<file path="src/rtl/stall_apply_ctrl.sv">
// -----------------------------------------------------------------------------
// stall_apply_ctrl
//
// Consumer side of the data-hazard stall handshake, sitting between fetch and
// decode of the RV32I pipeline. Owns the PC register and the IF/ID register.
// Tells the ID/EXE register when to load a bubble. Keeps saturating
// stall/flush counters and a sticky stall watchdog.
//
// Hold semantics: a dstall input is a level request sampled at each rising
// edge. A register that is told to hold keeps its value across that edge.
// There is no ready/acknowledge back to the hazard unit. A later stage's
// hold always implies the earlier stages' holds, so no instruction is
// dropped.
//
// Ports
//   clk, rst        rising-edge clock, synchronous active-high reset
//   instr_in        imem data for the address on pc_out this cycle
//   PC_dstall       hold PC
//   IF_ID_dstall    hold IF/ID (implies PC hold)
//   ID_EXE_dstall   bubble ID/EXE (implies IF/ID and PC hold)
//   branch_taken    EXE-stage redirect; beats every stall
//   branch_target   redirect address (low two bits are dropped)
//   pc_out          fetch PC (registered)
//   if_id_pc        PC of the instruction held in IF/ID (registered)
//   if_id_instr     instruction held in IF/ID (registered)
//   if_id_valid     IF/ID holds a real instruction (registered)
//   id_exe_bubble   combinational; ID/EXE loads a NOP at the next edge
//   stall_active    previous edge was a stall edge
//   stall_total     saturating count of stall edges
//   flush_total     saturating count of flush edges
//   stall_timeout   sticky; MAX_STALL consecutive stall edges were seen
//   act_dbg         action that the next edge will apply (observability)
// -----------------------------------------------------------------------------
module stall_apply_ctrl #(
  parameter logic [31:0] RESET_PC  = 32'h0000_0000,
  parameter logic [31:0] NOP_INSTR = 32'h0000_0013,
  parameter int          CNT_W     = 16,
  parameter int          MAX_STALL = 8
) (
  input  logic             clk,
  input  logic             rst,
  input  logic [31:0]      instr_in,
  input  logic             PC_dstall,
  input  logic             IF_ID_dstall,
  input  logic             ID_EXE_dstall,
  input  logic             branch_taken,
  input  logic [31:0]      branch_target,
  output logic [31:0]      pc_out,
  output logic [31:0]      if_id_pc,
  output logic [31:0]      if_id_instr,
  output logic             if_id_valid,
  output logic             id_exe_bubble,
  output logic             stall_active,
  output logic [CNT_W-1:0] stall_total,
  output logic [CNT_W-1:0] flush_total,
  output logic             stall_timeout,
  output logic [1:0]       act_dbg
);

  localparam int RUN_W = $clog2(MAX_STALL + 1);
  localparam logic [RUN_W-1:0] RUN_MAX = RUN_W'(MAX_STALL);

  typedef enum logic [1:0] {
    ACT_ADVANCE = 2'd0,
    ACT_STALL   = 2'd1,
    ACT_FLUSH   = 2'd2
  } act_e;

  act_e             act;
  logic             ifid_hold;
  logic             pc_hold;
  logic [RUN_W-1:0] run_cnt;
  logic [RUN_W-1:0] run_next;
  logic [31:0]      target_aligned;
  logic             unused_target_bits;

  assign ifid_hold = IF_ID_dstall | ID_EXE_dstall;
  assign pc_hold   = PC_dstall | ifid_hold;

  // Redirects are always word-aligned; the dropped bits are don't-care.
  assign target_aligned     = {branch_target[31:2], 2'b00};
  assign unused_target_bits = ^branch_target[1:0];

  assign id_exe_bubble = ID_EXE_dstall | branch_taken | ~if_id_valid;

  // Edge action, in priority order: flush beats stall beats advance.
  always_comb begin
    act = ACT_ADVANCE;
    if (branch_taken) begin
      act = ACT_FLUSH;
    end else if (pc_hold) begin
      act = ACT_STALL;
    end
  end

  assign act_dbg = act;

  // Consecutive-stall run length, saturating at the watchdog threshold.
  always_comb begin
    run_next = run_cnt;
    if (run_cnt != RUN_MAX) begin
      run_next = run_cnt + RUN_W'(1);
    end
  end

  always_ff @(posedge clk) begin
    if (rst) begin
      pc_out        <= RESET_PC;
      if_id_pc      <= 32'd0;
      if_id_instr   <= NOP_INSTR;
      if_id_valid   <= 1'b0;
      stall_active  <= 1'b0;
      stall_total   <= '0;
      flush_total   <= '0;
      stall_timeout <= 1'b0;
      run_cnt       <= '0;
    end else begin
      case (act)
        ACT_FLUSH: begin
          pc_out       <= target_aligned;
          if_id_pc     <= 32'd0;
          if_id_instr  <= NOP_INSTR;
          if_id_valid  <= 1'b0;
          stall_active <= 1'b0;
          run_cnt      <= '0;
          if (flush_total != '1) begin
            flush_total <= flush_total + CNT_W'(1);
          end
        end
        ACT_STALL: begin
          // PC-only stall still moves the current fetch into IF/ID.
          if (!ifid_hold) begin
            if_id_pc    <= pc_out;
            if_id_instr <= instr_in;
            if_id_valid <= 1'b1;
          end
          stall_active <= 1'b1;
          run_cnt      <= run_next;
          if (run_next == RUN_MAX) begin
            stall_timeout <= 1'b1;
          end
          if (stall_total != '1) begin
            stall_total <= stall_total + CNT_W'(1);
          end
        end
        default: begin
          pc_out       <= pc_out + 32'd4;
          if_id_pc     <= pc_out;
          if_id_instr  <= instr_in;
          if_id_valid  <= 1'b1;
          stall_active <= 1'b0;
          run_cnt      <= '0;
        end
      endcase
    end
  end

endmodule

</file>
<file path="config.mk">
export PLATFORM = sky130hd
export DESIGN_NAME = stall_apply_ctrl
export DESIGN_NICKNAME = d
export VERILOG_FILES = /design/src/rtl/stall_apply_ctrl.sv
export SDC_FILE = /design/constraint.sdc
export NUM_CORES = 1
export LEC_CHECK = 0
export ABC_AREA = 1
export BUFFER_PORTS_ARGS = -buffer_cell sky130_fd_sc_hd__clkbuf_2
export CAP_MARGIN = 30
export CORE_MARGIN = 5
export CORE_UTILIZATION = 40
export DETAILED_ROUTE_END_ITERATION = 16
export PLACE_DENSITY_LB_ADDON = 0.3
export SYNTH_ARGS = -nofsm -noshare
export SYNTH_HDL_FRONTEND = slang
export SYNTH_SLANG_ARGS = --single-unit
</file>
<file path="constraint.sdc">
create_clock -name clk -period 2 [get_ports clk]
set_input_delay 0.2 -clock clk [delete_from_list [all_inputs] [get_ports clk]]
set_output_delay 0.2 -clock clk [all_outputs]
set_load 0.02 [all_outputs]
</file>
==> impl_metrics.toml <==
[synth]
synth_top_area_cell = "dfxtp_1"
syn-cell-area_mm2 = 0.00662
netlist_top_cells_area = "dfxtp_1 40%, nand3_1 13%, nand2_1 13%"
synthArstFlopShare = 0
syn_area_per_cell_um2 = 6.80
yosysTopAreaCellShare = 0.399
ys.flop_type = "dfxtp_1"
ys_ff_latch = 132
ys_types = 34
yosys_warnings = 0
synth_cells = 973
yosysSeqAreaShare = 0.399
synth_edf_count = 0

[routing]
vias = 7084
drc_errors = 0
drt_iter0_markers = 414
drt-total-wl_um = 20400
antenna_left = 0
via_per_inst = 5.06
dr.pass1.iters = 5
wl_per_cell_um = 14.6

[setup_path]
crit_type = "reg -> reg"
path_max_fanout = 5
path_delay_family = "simple AND/OR/NAND/NOR gates"
crit_path_max_incr_delay_ps = 480
crit_path_frequent_cell = "nand2_1"
start_kind = "flip-flop"
path_buf_inv = 1
cp_cell_sequence = "nand2_1, nor2_1, nand2_2, nor2_4, nand2_1, nand2_1, nand2_1, o21ai_0, inv_1"
required_ps = 2300
worstPathArrival_ps = 2040
end_kind = "flip-flop"
critPathSlowestCell = "dfxtp_1"

[power]
p_int_mw = 4.98
pwr-share-seq = 0.415
p_sw_mw = 1.77
power_density_mw_per_mm2 = 794
ir_worst_vdd_mv = 0.567
p_total_mw = 6.76
p_leak_nw = 3.47
p_clk_frac = 0.484
p_sw_frac = 0.262
p_comb_frac = 0.101

[placement]
place_area_mm2 = 0.00786
port_buffers = 199
globalplace.congestion = 0.901
post-dp-hpwl_um = 14800

[grt]
grt_pass1_wl_um = 33000
antenna_found_initial = 2
grt_usage = 0.206
grt_start_max_net_pins = 146
overflow = 0
grt_pass1_vias = 6516

[cts]
clockBufferDepth = 2
cts_root_buf = "clkbuf_16"
cts_tree = "built"
clock_latency_ps = 420
cts_sinks = 132
h-tree-depth = 4
clkTransAtPathRegs_ps = 60
post_cts_buffers = 0
cts_buffers = 17

[sta]
tns_ps = 0
maxSlewHeadroom = 0.511
worst_slew_pin_slew_ps = 734
period_minus_slack_ps = 1740
rsz0062_at_grt = "false"
final.setup_skew_ps = 8.06
finalCritPeriodShare = 0.869
max_freq_mhz = 576
setup_violations = 0
hold_viol_final = 0
slew_violations = 0

[layout]
final_nets = 1241
n_antenna_cell = 0
fin_area_mm2 = 0.00851
final_core_util = 0.519
synthToLayoutAreaGrowth_pct = 28.6
drive_above_1_share = 0.239

[floorplan]
fp-row-count = 47
ios = 204
core_mm2 = 0.0164
dieArea_mm2 = 0.0192
die_x_um = 139
die_height_um = 139
start_util = 0.403

[min_path]
hold_path_class = "in -> reg"

[job]
drv_cap = 0

[status]
status = "completed"
==> metal layers <==
metal,share of wire,wire length [um],GRT usage,up-vias
met4,0.022,448,0.0644,4
met2,0.46,9450,0.338,226
li1,-,-,-,3580
met3,0.068,1380,0.0614,40
met5,0.0012,25,0,-
met1,0.45,9090,0.263,3234
==> synthesized netlist by cell type, drive strengths merged (4+ instances only) <==
master,instances
a21oi,105
a31oi,6
buf,31
clkbuf,26
dfxtp,132
ha,5
inv,75
nand2,231
nand3,177
nand4,7
nor2,92
nor3,10
o21a,4
o21ai,30
xnor2,7
xor2,22
==> worst reg2reg max path, stage by stage, from the launching register on <==
cell and delay, ps:
dfxtp_1 480, nand2_1 140, nor2_1 210, nand2_2 170
nor2_4 200, nand2_1 90, nand2_1 70, nand2_1 40
o21ai_0 170, inv_1 50
==> power by group through the flow <==
stage	Clock (mW)	Combinational, mW	Sequential, mW
6_report	3.27	0.684	2.80
5_1_grt	3.47	0.756	2.81
4_1_cts	3.35	0.690	2.80
3_5_place_dp	0	0.683	2.86
3_3_place_gp	0	0.679	2.86
2_1_floorplan	0	0.328	2.92
==> timing repair <==
item	in CTS	in global routing
endpoints found under the hold margin	3	0
gates resized for setup	0	0
hold buffers	3	0
==> final timing paths <==
path	start	endpoint	slack (ps)	cells after the start
setup / recovery	pc_out[7]	pc_out[12]	260	9
setup reg to reg	pc_out[7]	pc_out[12]	260	9
hold / removal	branch_target[6]	pc_out[6]	20	3
hold reg to reg	stall_timeout	stall_timeout	450	2
==> final cells by class <==
type                            count  area, um2
Clock buffer                       19        453
Clock inverter                     13        174
Fill cell                        1690       7900
Inverter                           75        284
Multi-Input combinational cell    710       3430
Sequential cell                   132       2640
Tap cell                          220        275
Timing Repair Buffer              230       1250
==> cells by family after synthesis <==
logic type	Yosys count	share of synthesized area
AND/OR/NAND/NOR	522	0.345
adder cells (fa/ha/maj)	5	0.00945
XOR/XNOR	29	0.0384
AO/OA/AOI/OAI	152	0.124
flip-flops	132	0.399
buffers and inverters	132	0.0836
other	1	0.000567
==> sequential cells by signal, indices dropped and copies added, names as in the netlist <==
name           cells
stall_timeout      1
flush_total       16
stall_total       16
pc_out            30
if_id_pc          31
stall_active       1
if_id_valid        1
run_cnt            4
if_id_instr       32
==> cells in the final DEF, fill, tap and decap left out, types with 2 or more instances in the layout <==
| cell type | n |
|---|---|
| xnor2_1 | 7 |
| ha_1 | 5 |
| nor2_2 | 4 |
| xor2_1 | 22 |
| dlygate4sd3_1 | 3 |
| nor2_1 | 84 |
| a21oi_1 | 105 |
| nor3_1 | 7 |
| clkbuf_8 | 2 |
| bufinv_16 | 3 |
| dfxtp_1 | 132 |
| clkinv_4 | 5 |
| or2_2 | 2 |
| nor2_4 | 4 |
| clkbuf_2 | 198 |
| a31oi_1 | 6 |
| nand4_1 | 7 |
| clkinvlp_4 | 3 |
| inv_1 | 71 |
| inv_6 | 2 |
| buf_4 | 28 |
| nand3_1 | 177 |
| nor3_2 | 3 |
| inv_2 | 3 |
| nand2_2 | 4 |
| conb_1 | 2 |
| o21a_1 | 4 |
| clkbuf_16 | 17 |
| o21ai_0 | 28 |
| nand2_1 | 227 |
| and2_1 | 3 |
| o21ai_4 | 2 |
| a22o_1 | 2 |
==> stage by stage <==
step                      instances  hold slack (ps)  setup slack (ps)
after floorplan                 974              317               236
after CTS                      1399             11.8               269
after global placement         1364              410               270
after global routing           1399             18.9              85.7
after detailed placement       1364              408               274
final                          1399             24.3               263
Note: power is estimated with default switching activity, not from simulation.
